### config.mk
export PLATFORM = sky130hd
export DESIGN_NAME = full_st1_tap_ctrl
export DESIGN_NICKNAME = d
export VERILOG_FILES = /design/src/rtl/full_st1_tap_ctrl.sv
export SDC_FILE = /design/constraint.sdc
export NUM_CORES = 1
export LEC_CHECK = 0
export ABC_AREA = 1
export BUFFER_PORTS_ARGS = -buffer_cell sky130_fd_sc_hd__buf_4
export CAP_MARGIN = 10
export CORE_MARGIN = 2
export CORE_UTILIZATION = 30
export DETAILED_ROUTE_END_ITERATION = 10
export GPL_ROUTABILITY_DRIVEN = 1
export GPL_TIMING_DRIVEN = 0
export PLACE_DENSITY = 0.67
export SLEW_MARGIN = 20
export SYNTH_ARGS = -nofsm -noshare
export SYNTH_HDL_FRONTEND = slang
export SYNTH_SLANG_ARGS = --single-unit
### constraint.sdc
create_clock -name clk -period 2.8 [get_ports clk]
set_input_delay 0.14 -clock clk [delete_from_list [all_inputs] [get_ports clk]]
set_output_delay 0.14 -clock clk [all_outputs]
set_load 0.01 [all_outputs]
### src/rtl/full_st1_tap_ctrl.sv
// Tap memory controller: sequences row reads and arbitrates host lane loads and full-row updates.
// Latency: one read per cycle from FIRST; rd_data_vld one cycle after tap_rd_vld; done comes with the last data.
// Backpressure: out_ready low freezes the sequence; writes to the row being read stall. TAP_CTRL_RR_EN selects round-robin arbitration.
module full_st1_tap_ctrl #(
    parameter int LANES = 6,
    parameter int AW    = 4
) (
    input  logic          clk,
    input  logic          reset,
    input  logic          start,
    input  logic [AW-1:0] cfg_base,
    input  logic [AW-1:0] cfg_len,
    input  logic          cfg_inter,
    output logic          busy,
    output logic          done,
    input  logic          out_ready,
    output logic          rd_data_vld,
    input  logic          ld_vld,
    output logic          ld_ready,
    input  logic [AW-1:0] ld_addr,
    input  logic [2:0]    ld_lane,
    input  logic [31:0]   ld_data,
    input  logic          up_vld,
    output logic          up_ready,
    input  logic [AW-1:0] up_addr,
    output logic [AW-1:0] tap_rd_address,
    output logic          tap_rd_vld,
    output logic          tap_inter,
    output logic          tap_inter_first,
    output logic [AW-1:0] tap_wr_address,
    output logic          tap_wr_vld,
    output logic [2:0]    tap_sub_addr,
    output logic          tap_sub_vld,
    output logic [31:0]   tap_sub_data
);

    typedef enum logic [1:0] {IDLE, FIRST, RUN, DRAIN} state_t;

    state_t        state, state_nxt;
    logic [AW-1:0] rd_addr, rd_addr_nxt;
    logic [AW-1:0] row_cnt, row_cnt_nxt;
    logic          inter_q, inter_nxt;
    logic          issue, last_issue, zero_start;
    logic          rd_data_vld_q, done_q;
    logic          ld_drop, ld_req, up_req, ld_gnt, up_gnt;

    always_ff @(posedge clk or posedge reset) begin
        if (reset) begin
            state         <= IDLE;
            rd_addr       <= '0;
            row_cnt       <= '0;
            inter_q       <= 1'b0;
            rd_data_vld_q <= 1'b0;
            done_q        <= 1'b0;
        end else begin
            state         <= state_nxt;
            rd_addr       <= rd_addr_nxt;
            row_cnt       <= row_cnt_nxt;
            inter_q       <= inter_nxt;
            rd_data_vld_q <= issue;
            done_q        <= last_issue | zero_start;
        end
    end

    always_comb begin
        state_nxt   = state;
        rd_addr_nxt = rd_addr;
        row_cnt_nxt = row_cnt;
        inter_nxt   = inter_q;
        issue       = 1'b0;
        last_issue  = 1'b0;
        zero_start  = 1'b0;
        case (state)
            IDLE: begin
                if (start) begin
                    if (cfg_len != '0) begin
                        rd_addr_nxt = cfg_base;
                        row_cnt_nxt = cfg_len;
                        inter_nxt   = cfg_inter;
                        state_nxt   = FIRST;
                    end else begin
                        zero_start = 1'b1;
                    end
                end
            end
            FIRST, RUN: begin
                if (out_ready) begin
                    issue       = 1'b1;
                    rd_addr_nxt = rd_addr + AW'(1);
                    row_cnt_nxt = row_cnt - AW'(1);
                    if (row_cnt == AW'(1)) begin
                        last_issue = 1'b1;
                        state_nxt  = DRAIN;
                    end else begin
                        state_nxt = RUN;
                    end
                end
            end
            DRAIN:   state_nxt = IDLE;
            default: state_nxt = IDLE;
        endcase
    end

    // Writes never target the row being read this cycle; reset masks the combinational grants.
    always_comb begin
        ld_drop = !reset && ld_vld && (int'(ld_lane) >= LANES);
        ld_req  = !reset && ld_vld && !ld_drop && !(issue && ld_addr == rd_addr);
        up_req  = !reset && up_vld && !(issue && up_addr == rd_addr);
    end

`ifdef TAP_CTRL_RR_EN
    logic rr_ptr;

    always_ff @(posedge clk or posedge reset) begin
        if (reset) begin
            rr_ptr <= 1'b0;
        end else if (ld_gnt || up_gnt) begin
            rr_ptr <= ~rr_ptr;
        end
    end

    always_comb begin
        ld_gnt = ld_req && (!rr_ptr || !up_req);
        up_gnt = up_req && (rr_ptr || !ld_req);
    end
`else
    always_comb begin
        ld_gnt = ld_req;
        up_gnt = up_req && !ld_req;
    end
`endif

    always_comb begin
        busy            = (state != IDLE);
        done            = done_q;
        rd_data_vld     = rd_data_vld_q;
        tap_rd_vld      = issue;
        tap_rd_address  = issue ? rd_addr : '0;
        tap_inter       = issue && inter_q;
        tap_inter_first = issue && inter_q && (state == FIRST);
        ld_ready        = ld_gnt || ld_drop;
        up_ready        = up_gnt;
        tap_sub_vld     = ld_gnt;
        tap_sub_addr    = ld_gnt ? ld_lane : 3'd0;
        tap_sub_data    = ld_gnt ? ld_data : 32'd0;
        tap_wr_vld      = up_gnt;
        tap_wr_address  = '0;
        if (ld_gnt) begin
            tap_wr_address = ld_addr;
        end else if (up_gnt) begin
            tap_wr_address = up_addr;
        end
    end

endmodule
### Word level (Yosys, flattened, before mapping)

Cells that the tools add are included.

* bits in registers: 13
* input bits: 58
* output and inout bits: 53
* word-level logic and storage cells: 70

* add/sub/neg operators: 2
* order comparisons: 1
* eq/ne operators: 9
* multiplexer cells: 26
* bitwise operators: 1
* reduce and logical (&&, ||, !) cells: 25

Operators by type and width (count)
* $mux 4: 9
* $mux 32: 1
* $pmux 4 s2: 2
* $logic_and 1x1->1: 11
* $mux 1: 9
* $eq 4x4->1: 2
* $mux 2: 3
* $ne 2x2->1 const B: 3
* $pmux 2 s3: 1
* $reduce_and 3->1: 2
* $logic_not 1->1: 5
* $add 4x1->4 const B: 1
* $eq 2x2->1 const B: 2
* $eq 4x1->1 const B: 1
* $reduce_and 4->1: 1
* $reduce_bool 2->1: 2
* $reduce_bool 4->1: 1
* $sub 4x1->4 const B: 1
* $ge 3x3->1 const B: 1
* $mux 3: 1
* $eq 2x1->1 const B: 1
* $logic_not 2->1: 1
* $reduce_or 2->1: 1
* $logic_or 1x1->1: 1
* $or 1x1->1: 1

### Logic depth before layout (Yosys ltp)

Gate-level depths: netlist of run 1.

* depth after elaboration: 10
* mapped depth: 11
* gate-level depth less buffers: 11

### Worst setup path after synthesis of run 1

Ideal clock, no wire load.

* path type: register to output
* start point: register state[0]
* end point: output up_ready
* arrival time: 1672 ps
* data required time: 2660 ps
* setup slack: 988 ps
* stages on the path, launching flop included: 12
* buffers on the path: 1
* cell sequence: dfrtp_1 inv_1 ha_1 nand2_2 inv_2 nand2_1 nor2_1 nand2_1 nand2_2 inv_2 nor3_2 buf_4

* longest elaborated chain between the ends: 8
* elaborated cells on any way between the ends: 12
* those cells by class: eq/ne: 2; mux: 1; reduce/logical: 9

Ends and longest elaborated chain
* start, declared: line 39 `state_t state, state_nxt;`
* start signal, assigned: line 56 `state <= state_nxt;`
* $eq 2x1->1 / $eq 2x2->1 (equally long branches): line 73 `case (state)`
* $reduce_or 2->1 (*): line 73
* $mux 1 (*): line 73
* via tap_rd_vld: line 27 `output logic tap_rd_vld,`
* $logic_and 1x1->1 (*): line 107 `ld_req = !reset && ld_vld && !ld_drop && !(issue && ld_addr == rd_addr);`
* $logic_not 1->1 (*): line 107
* $logic_and 1x1->1 (*): line 107
* via tap_sub_vld: line 33 `output logic tap_sub_vld,`
* $logic_not 1->1 (*): line 129 `up_gnt = up_req && !ld_req;`
* $logic_and 1x1->1 (*): line 129
* end, declared: line 24 `output logic up_ready,`

Mark *: on every way through the listed nets, which the timed path passes. The rest lies on a longest branch.

### Worst setup path after layout of run 1

* start point: register state[0]
* end point: output up_ready

* longest elaborated chain between the ends: 8
* elaborated cells on any way between the ends: 12
* those cells by class: eq/ne: 2; mux: 1; reduce/logical: 9

Ends and longest elaborated chain (line)
* $eq 2x1->1 / $eq 2x2->1 (equally long branches): 73
* $reduce_or 2->1 (*): 73
* $mux 1 (*): 73
* $logic_and 1x1->1: 107
* $logic_not 1->1: 107
* $logic_and 1x1->1: 107
* $logic_not 1->1: 129
* $logic_and 1x1->1 (*): 129

Mark *: on every way between the ends. The rest lies on a longest branch, timed or not.

==> results.py, run 1 <==
metrics = {
    "outcome": {
        "outcome": "completed",
    },
    "synthesis": {
        "ys_seq_elements": 13,
        "synth_top_area_cell": "dfrtp_1",
        "synth_top_family_by_area": "simple AND/OR/NAND/NOR gates",
        "synthArstFlopShare_pct": 100,
        "syn_inst": 236,
        "synth_edf_count": 0,
        "synth_top_area_share_pct": 24.0,
        "synth-simple-area-share_pct": 37.1,
        "synth_area_leaders": "dfrtp_1 24%, inv_1 14%, nand2_1 14%, nor2_1 13%, ha_1 5.5%",
        "synth.area.mux_share_pct": 0,
        "ys_seq_area_share_pct": 24.0,
        "synth_compound_area_share_pct": 11.3,
        "ys_types": 26,
        "synth_warnings": 0,
        "avgSynthCellArea_um2": 5.75,
        "synth_xor_area_share_pct": 1.29,
        "syn_nets": 300,
        "synthesis.area_um2": 1360,
        "synth_fa_ha_area_share_pct": 5.54,
        "ys.flop_type": "dfrtp_1",
    },
    "final_layout": {
        "instances_no_fill": 403,
        "drive_above_1_share_pct": 38.5,
        "antenna_cells": 0,
        "mostFrequentLayoutCells": "116 x buf_4, 52 x inv_1, 51 x nand2_1",
        "fin_nets": 416,
        "final_common_cell": "buf_4",
        "post-route-util_pct": 52.9,
        "areaGrowthSynthToFinish_pct": 69.7,
        "n_fill_cell": 448,
    },
    "critical_path": {
        "critical_path_arrival_ps": 2040,
        "crit_required_ps": 2660,
        "r2r_slack_ps": 1100,
        "path_class": "reg -> out",
        "critPathLaunchType": "register",
        "reg2reg_depth": 8,
        "rr_endpoint": "row_cnt[1]",
        "r2r_start": "state[0]",
        "cp_max_fo": 9,
        "end_kind": "output port",
    },
    "grt": {
        "use_met3_pct": 3.52,
        "use_met1_pct": 19.1,
        "grt_pass1_vias": 1571,
        "grt_pass1_wl_mm": 6.93,
        "antenna_found_initial": 0,
        "grt_max_degree": 16,
        "gr-usage-all-layers_pct": 16.7,
        "met2_usage_pct": 30.7,
        "grt.busiest_layer": "met2",
        "grt_overflow": 0,
    },
    "floorplanning": {
        "core_um2": 4350,
        "initial_core_util_pct": 31.1,
        "rows": 24,
        "dieArea_um2": 5080,
        "die_h_um": 71.2,
        "die_w_um": 71.2,
        "io_pins": 111,
    },
    "sta": {
        "tightest_slew_ps": 385,
        "drv_slew": 0,
        "fin_crit_ps": 2180,
        "tns_ps": 0,
        "fin_crit_sh_pct": 77.8,
        "slew_headroom_pct": 74.3,
        "fin_skew_ps": 2.60,
        "setup_viol": 0,
        "rsz0062_at_grt": "false",
        "hold_viol_final": 0,
        "max_freq_mhz": 459,
    },
    "clocking": {
        "cts_buffers": 3,
        "cts_setup_buffers": 0,
        "path_clk_slew_ps": 50,
        "clock_latency_ps": 250,
        "clock_sinks": 13,
        "h-tree-depth": 1,
        "cts-root-buf": "clkbuf_8",
        "clock_tree.buffer_depth": 2,
        "cts_tree": "built",
    },
    "routing": {
        "vias": 1709,
        "wl_mm": 4.29,
        "drc": 0,
        "via_per_inst": 4.24,
        "drt_iter0_drc": 59,
        "drt_pass1_iterations": 4,
        "avgRoutedWirePerCell_um": 10.6,
        "ant_nets": 0,
    },
    "min_path": {
        "min_to": "inter_q",
        "worstHoldStart": "cfg_inter",
        "holdPathStages": 3,
        "hp-class": "in -> reg",
    },
    "power_and_ir_drop": {
        "leakage_nw": 1.44,
        "power.density_nw_per_um2": 710,
        "ir_worst_vdd_mv": 0.756,
    },
    "run": {
        "cap_violations": 0,
    },
    "place": {
        "dp_hpwl_mm": 3.56,
        "place.gp.congestion": 0.784,
        "portBuffers": 110,
        "dp_cells": 398,
    },
}
-- worst max-delay path: stages, from the launching register on --
cell and delay (ps):
dfrtp_1 380, inv_1 70, ha_1 320, nand2_2 150, inv_2 100, nand2_1 50
nor2_1 100, nand2_1 70, nand2_2 110, inv_2 80, nor3_2 130, buf_4 130
buf_4 100
-- per-layer routing --
metal | share of wire, % | vias up
met5 | 0 | -
met3 | 9.3 | 7
li1 | - | 925
met1 | 41 | 709
met4 | 1.6 | 0
met2 | 48 | 68
-- kinds of logic (layout without fill, tap and decap cells) --
kind of cell    Yosys count  after routing
simple gates            122            122
fa+ha+maj                 6              6
xor+xnor                  2              2
compound gates           26             26
flops                    13             13
buf+inv                  67            182
-- synth_stat cells, types with 2 or more instances --
cell and number:
dfrtp_1 13, inv_1 52, nand3_1 14, a21oi_1 3, buf_4 6, nor2_1 48, ha_1 6, xor2_1 2
nand2_1 51, o21ai_1 10, or2_2 2, nand2_2 3, inv_2 7, o21ai_0 7
-- power breakdown --
group          internal [mW]  switching [mW]  leakage [nW]  total [mW]
Sequential             0.282          0.0711         0.161       0.353
Combinational          0.475           0.638          1.26        1.11
Clock                  0.101          0.0691        0.0228       0.170
Total                  0.858           0.778          1.44        1.64
-- through the flow --
step	area (um2)	total power, mW	hold WS (ps)	setup slack (ps)
global placement	2250	1.46	125	881
global route	2300	1.83	180	386
floorplan	1360	1.12	-46.0	988
detailed placement	2250	1.48	126	863
finish	2300	1.64	146	623
CTS	2300	1.66	140	591
-- sequential cells by signal, indices dropped and copies added, names as in the netlist --
name,count
done,1
inter_q,1
rd_addr,4
rd_data_vld,1
row_cnt,4
state,2
-- cell type report --
type                    count  area [um2]  area share, %
flip-flops and latches     13         325           14.1
well taps                  52        65.1           2.83
clock buffers               4        45.0           1.96
inverters                  59         221           9.62
repair buffers            111         836           36.3
multi-input cells         156         749           32.6
plain buffers               8        60.1           2.61
-- worst max-delay path by stage --
stage | startpoint | endpoint | slack (ps) | cells past startpoint
floorplan | state[0] | up_ready | 990 | 11
global placement | state[0] | up_ready | 880 | 12
detailed placement | state[0] | up_ready | 860 | 12
CTS | state[0] | up_ready | 590 | 12
global route | state[0] | up_ready | 390 | 12
finish | state[0] | up_ready | 620 | 12
-- what timing repair did --
item	in CTS	in global routing
hold buffers	1	0
hold endpoints to repair	13	0
gates resized for setup	0	0
No activity file was read; power rests on OpenSTA's default activity.
==> inputs of run 2 (changes only) <==
Settings changed: PLACE_DENSITY 0.67 to 0.69.
Clock period 2.8 ns to 1.8 ns, I/O delays scaled along.
==> results.py, run 2 (synthesis gave the netlist of run 1 again) <==
metrics = {
    "outcome": {
        "outcome": "complete, but fails checks",
        "violations": "setup timing",
    },
    "power_and_ir_drop": {
        "power_mw": 2.87,
        "combPwrFrac_pct": 71.6,
        "p_int_mw": 1.53,
        "sw_frac_of_total_pct": 46.6,
        "ir_worst_vdd_mv": 1.08,
        "switching_power_mw": 1.34,
        "leakage_nw": 1.50,
        "seq_power_share_pct": 19.2,
        "pwr-share-clk_pct": 9.3,
        "power.density_nw_per_um2": 1160,
    },
    "sta": {
        "fin_crit_sh_pct": 106,
        "setup_viol": 42,
        "hold_viol_final": 0,
        "rsz0062_at_grt": "true",
        "finalHoldWorstSlack_ps": 86.2,
        "drv_slew": 0,
        "setup_ws_ps": -103,
        "tightest_slew_ps": 609,
        "fin_skew_ps": 3.38,
        "fin_crit_ps": 1900,
        "max_freq_mhz": 525,
        "slew_headroom_pct": 59.3,
    },
    "critical_path": {
        "cp_top_family": "simple AND/OR/NAND/NOR gates",
        "path_class": "reg -> out",
        "critPathLaunchType": "register",
        "crit_required_ps": 1710,
        "max_stage_delay_ps": 370,
        "end_kind": "output port",
        "r2r_slack_ps": 110,
        "cp_max_fo": 6,
        "worstPathCellList": "inv_2 > ha_4 > nand2_8 > inv_4 > nand2_2 > nor2_1 > nand2_1 > nand2_4 > buf_6 > nand3_2 > nand2_2 > buf_6",
        "critPathSlowestCell": "dfrtp_1",
        "critical_path_arrival_ps": 1810,
        "cp.buffers_inverters": 4,
    },
    "grt": {
        "gr-usage-all-layers_pct": 17.8,
        "grt_pass1_vias": 1678,
        "grt_overflow": 0,
        "grt_pass1_wl_mm": 7.36,
        "antenna_found_initial": 0,
        "grt_max_degree": 14,
    },
    "clocking": {
        "cts_buffers": 3,
        "clock_latency_ps": 250,
        "clock_sinks": 13,
        "cts_tree": "built",
        "path_clk_slew_ps": 60,
        "clock_tree.buffer_depth": 2,
        "h-tree-depth": 1,
        "cts-root-buf": "clkbuf_8",
    },
    "routing": {
        "drt_iter0_drc": 49,
        "wl_mm": 4.61,
        "avgRoutedWirePerCell_um": 11.2,
        "drc": 0,
        "ant_nets": 0,
        "via_per_inst": 4.36,
        "vias": 1796,
        "drt_pass1_iterations": 4,
    },
    "place": {
        "place_ws_ps": -61.7,
        "place.gp.congestion": 0.793,
        "dp_hpwl_mm": 3.61,
        "portBuffers": 110,
    },
    "floorplanning": {
        "initial_core_util_pct": 31.1,
        "dieArea_um2": 5080,
        "rows": 24,
        "die_h_um": 71.2,
        "io_pins": 111,
        "core_um2": 4350,
        "die_w_um": 71.2,
    },
    "final_layout": {
        "antenna_cells": 0,
        "post-route-util_pct": 56.9,
        "areaGrowthSynthToFinish_pct": 82.7,
        "reg.largest.list": "rd_addr x4, row_cnt x4, state x2",
        "final_common_cell": "buf_4",
        "fin_nets": 425,
        "drive_above_1_share_pct": 44.2,
        "mostFrequentLayoutCells": "116 x buf_4, 50 x inv_1, 46 x nand2_1",
    },
    "min_path": {
        "hp-class": "in -> reg",
    },
    "run": {
        "cap_violations": 0,
    },
}
-- run 2: cell count changes in the layout (fill, tap and decap cells not counted), moves of 3 or more --
cell / before / now
buf_6: 1 / 9
nor2_1: 48 / 45
nand2_1: 51 / 46
nand2_2: 3 / 6
-- run 2: final cells by class --
cell class,count,area [um2]
fill,432,1880
timing repair buffer,120,923
multi-input combinational,156,822
sequential,13,325
inverter,59,226
buffer,8,68.8
tap,52,65.1
clock buffer,3,41.3
clock inverter,1,5.00
-- run 2: repair_timing --
item / in CTS / in global routing
cloned: 1 / 0
endpoints found under the hold margin: 13 / 0
resized for setup: 14 / 17
pin swaps: 6 / 11
hold buffers: 1 / 0
buffers inserted: 7 / 1
setup endpoints to repair: 43 / 53
-- run 2: per-layer routing --
metal / up-vias / global-route usage, % / share of wire (%)
met5: - / 0 / 0
met4: 0 / 5.66 / 2.1
met3: 9 / 4.64 / 10
met2: 82 / 33.6 / 51
met1: 755 / 19.1 / 37
li1: 950 / - / -
-- run 2: power by group through the flow --
stage / sequential [mW] / clock (mW) / combinational, mW
4_1_cts: 0.547 / 0.268 / 2.00
5_1_grt: 0.568 / 0.284 / 2.31
2_1_floorplan: 0.533 / 0 / 1.20
3_3_place_gp: 0.549 / 0 / 1.72
6_report: 0.551 / 0.266 / 2.06
3_5_place_dp: 0.554 / 0 / 1.76
-- run 2: worst paths after layout --
path,from,endpoint,cells after the start
max,state[1],tap_wr_address[0],12
min,cfg_inter,inter_q,3
max reg2reg,state[0],row_cnt[2],10
min reg2reg,inter_q,inter_q,2
max in group asynchronous,reset,rd_addr[0],3
min in group asynchronous,reset,rd_data_vld,3
-- run 2: tightest hold or removal path: stages --
cell	delay [ps]
buf_4	80
nor2_1	30
a21oi_1	90
-- run 2: through the flow --
step / instances / TNS [ps] / instance area, um2
after floorplan: 236 / 0 / 1360
after global placement: 398 / -277 / 2250
after detailed placement: 398 / -258 / 2250
after CTS: 411 / -2410 / 2420
after global routing: 412 / -7470 / 2480
final: 412 / -2650 / 2480
==> inputs of run 3 (changes only) <==
Settings changed: CELL_PAD_IN_SITES_DETAIL_PLACEMENT set to 0, CELL_PAD_IN_SITES_GLOBAL_PLACEMENT set to 1, CORE_UTILIZATION 30 to 21, PLACE_DENSITY 0.69 to 0.77.
==> results.py, run 3 (synthesis gave the netlist of run 1 again) <==
metrics = {
    "outcome": {
        "outcome": "complete, but fails checks",
        "violations": "setup timing",
    },
    "sta": {
        "rsz0062_at_grt": "true",
        "finalHoldWorstSlack_ps": 97.1,
        "tns_ps": -2750,
        "setup_viol": 43,
        "hold_viol_final": 0,
        "tightest_slew_ps": 631,
        "drv_slew": 0,
        "fin_skew_ps": 2.57,
        "fin_crit_ps": 1940,
        "setup_ws_ps": -140,
        "slew_headroom_pct": 57.8,
        "fin_crit_sh_pct": 108,
        "max_freq_mhz": 516,
    },
    "routing": {
        "vias": 1805,
        "met1_length_mm": 2.02,
        "via_per_inst": 4.12,
        "ant_nets": 0,
        "routed-wl-met2_mm": 2.25,
        "wl_mm": 4.81,
        "highest_layer": "met4",
        "avgRoutedWirePerCell_um": 11.0,
        "drt_pass1_iterations": 4,
        "wl_met3_um": 492,
        "drc": 0,
        "drt_iter0_drc": 41,
    },
    "min_path": {
        "hp-class": "in -> reg",
    },
    "final_layout": {
        "fin_nets": 426,
        "areaGrowthSynthToFinish_pct": 82.9,
        "stdcell_area_um2": 2480,
        "drive_above_1_share_pct": 41.6,
        "antenna_cells": 0,
        "mostFrequentLayoutCells": "120 x buf_4, 51 x nand2_1, 50 x inv_1",
        "final_common_cell": "buf_4",
        "post-route-util_pct": 39.3,
        "reg.largest.list": "rd_addr x4, row_cnt x4, state x2",
    },
    "clocking": {
        "cts_tree": "built",
        "path_clk_slew_ps": 60,
        "cts_buffers": 3,
        "cts-root-buf": "clkbuf_8",
        "h-tree-depth": 1,
        "clock_tree.buffer_depth": 2,
        "clock_latency_ps": 240,
        "clock_sinks": 13,
    },
    "critical_path": {
        "end_kind": "output port",
        "critPathLaunchType": "register",
        "critical_path_arrival_ps": 1850,
        "crit_required_ps": 1710,
        "cp_max_fo": 5,
        "path_class": "reg -> out",
        "r2r_slack_ps": 160,
    },
    "floorplanning": {
        "core_um2": 6310,
        "die_w_um": 84.4,
        "rows": 29,
        "dieArea_um2": 7120,
        "die_h_um": 84.4,
        "initial_core_util_pct": 21.5,
        "io_pins": 111,
    },
    "grt": {
        "grt_pass1_wl_mm": 7.75,
        "grt_overflow": 0,
        "grt_max_degree": 14,
        "antenna_found_initial": 0,
        "grt_pass1_vias": 1675,
        "gr-usage-all-layers_pct": 13.1,
    },
    "place": {
        "place.gp.congestion": 0.719,
        "dp_hpwl_mm": 3.76,
        "portBuffers": 110,
        "post_dp_cell_area_um2": 2280,
    },
    "power_and_ir_drop": {
        "power_mw": 2.89,
        "power.density_nw_per_um2": 1170,
        "ir_worst_vdd_mv": 0.891,
        "leakage_nw": 1.50,
    },
    "run": {
        "cap_violations": 0,
    },
}
-- run 3: cell type report --
cell class	instances	area, um2
clock buffers	4	45.0
fillers	669	3830
well taps	77	96.3
multi-input cells	156	790
flip-flops and latches	13	325
repair buffers	123	945
plain buffers	6	53.8
inverters	59	226
-- run 3: what timing repair did --
item | CTS | global route
pin swaps | 5 | 4
hold buffers | 1 | 0
setup endpoints to repair | 43 | 52
buffers inserted | 9 | 3
hold endpoints to repair | 13 | 0
gates resized for setup | 13 | 6
cloned | 0 | 0
-- run 3: routing by layer --
metal | vias to the layer above | GRT usage, %
met5 | - | 0
met1 | 770 | 15.1
met4 | 0 | 3.46
met2 | 84 | 24.0
li1 | 946 | -
met3 | 5 | 3.34
-- run 3: worst max-delay path, stage by stage (launching register included) --
cell	delay (ps)
dfrtp_1	360
inv_2	60
ha_4	290
nand2_8	70
inv_4	50
nand2_1	40
nor2_1	80
nand2_1	100
nand2_4	120
inv_4	60
buf_4	130
nand2_1	50
nand2_1	60
buf_6	120
-- run 3: through the flow --
step	worst slack, ps	cells
floorplan	37.5	236
CTS	-153	435
global route	-243	438
detailed placement	-165	423
global placement	-159	423
finish	-140	438
-- run 3: final timing paths --
kind                       startpoint  cells past startpoint           endpoint
max in group asynchronous       reset                      3         rd_addr[0]
setup / recovery             state[0]                     13  tap_wr_address[2]
min in group asynchronous       reset                      3        rd_data_vld
hold / removal              cfg_inter                      3            inter_q
hold reg to reg               inter_q                      2            inter_q
setup reg to reg             state[0]                     10         row_cnt[1]
-- run 3: where the power goes --
part / internal (mW) / leakage, nW / switching, mW
clock network: 0.157 / 0.0228 / 0.108
registers: 0.438 / 0.161 / 0.115
logic: 0.953 / 1.32 / 1.12
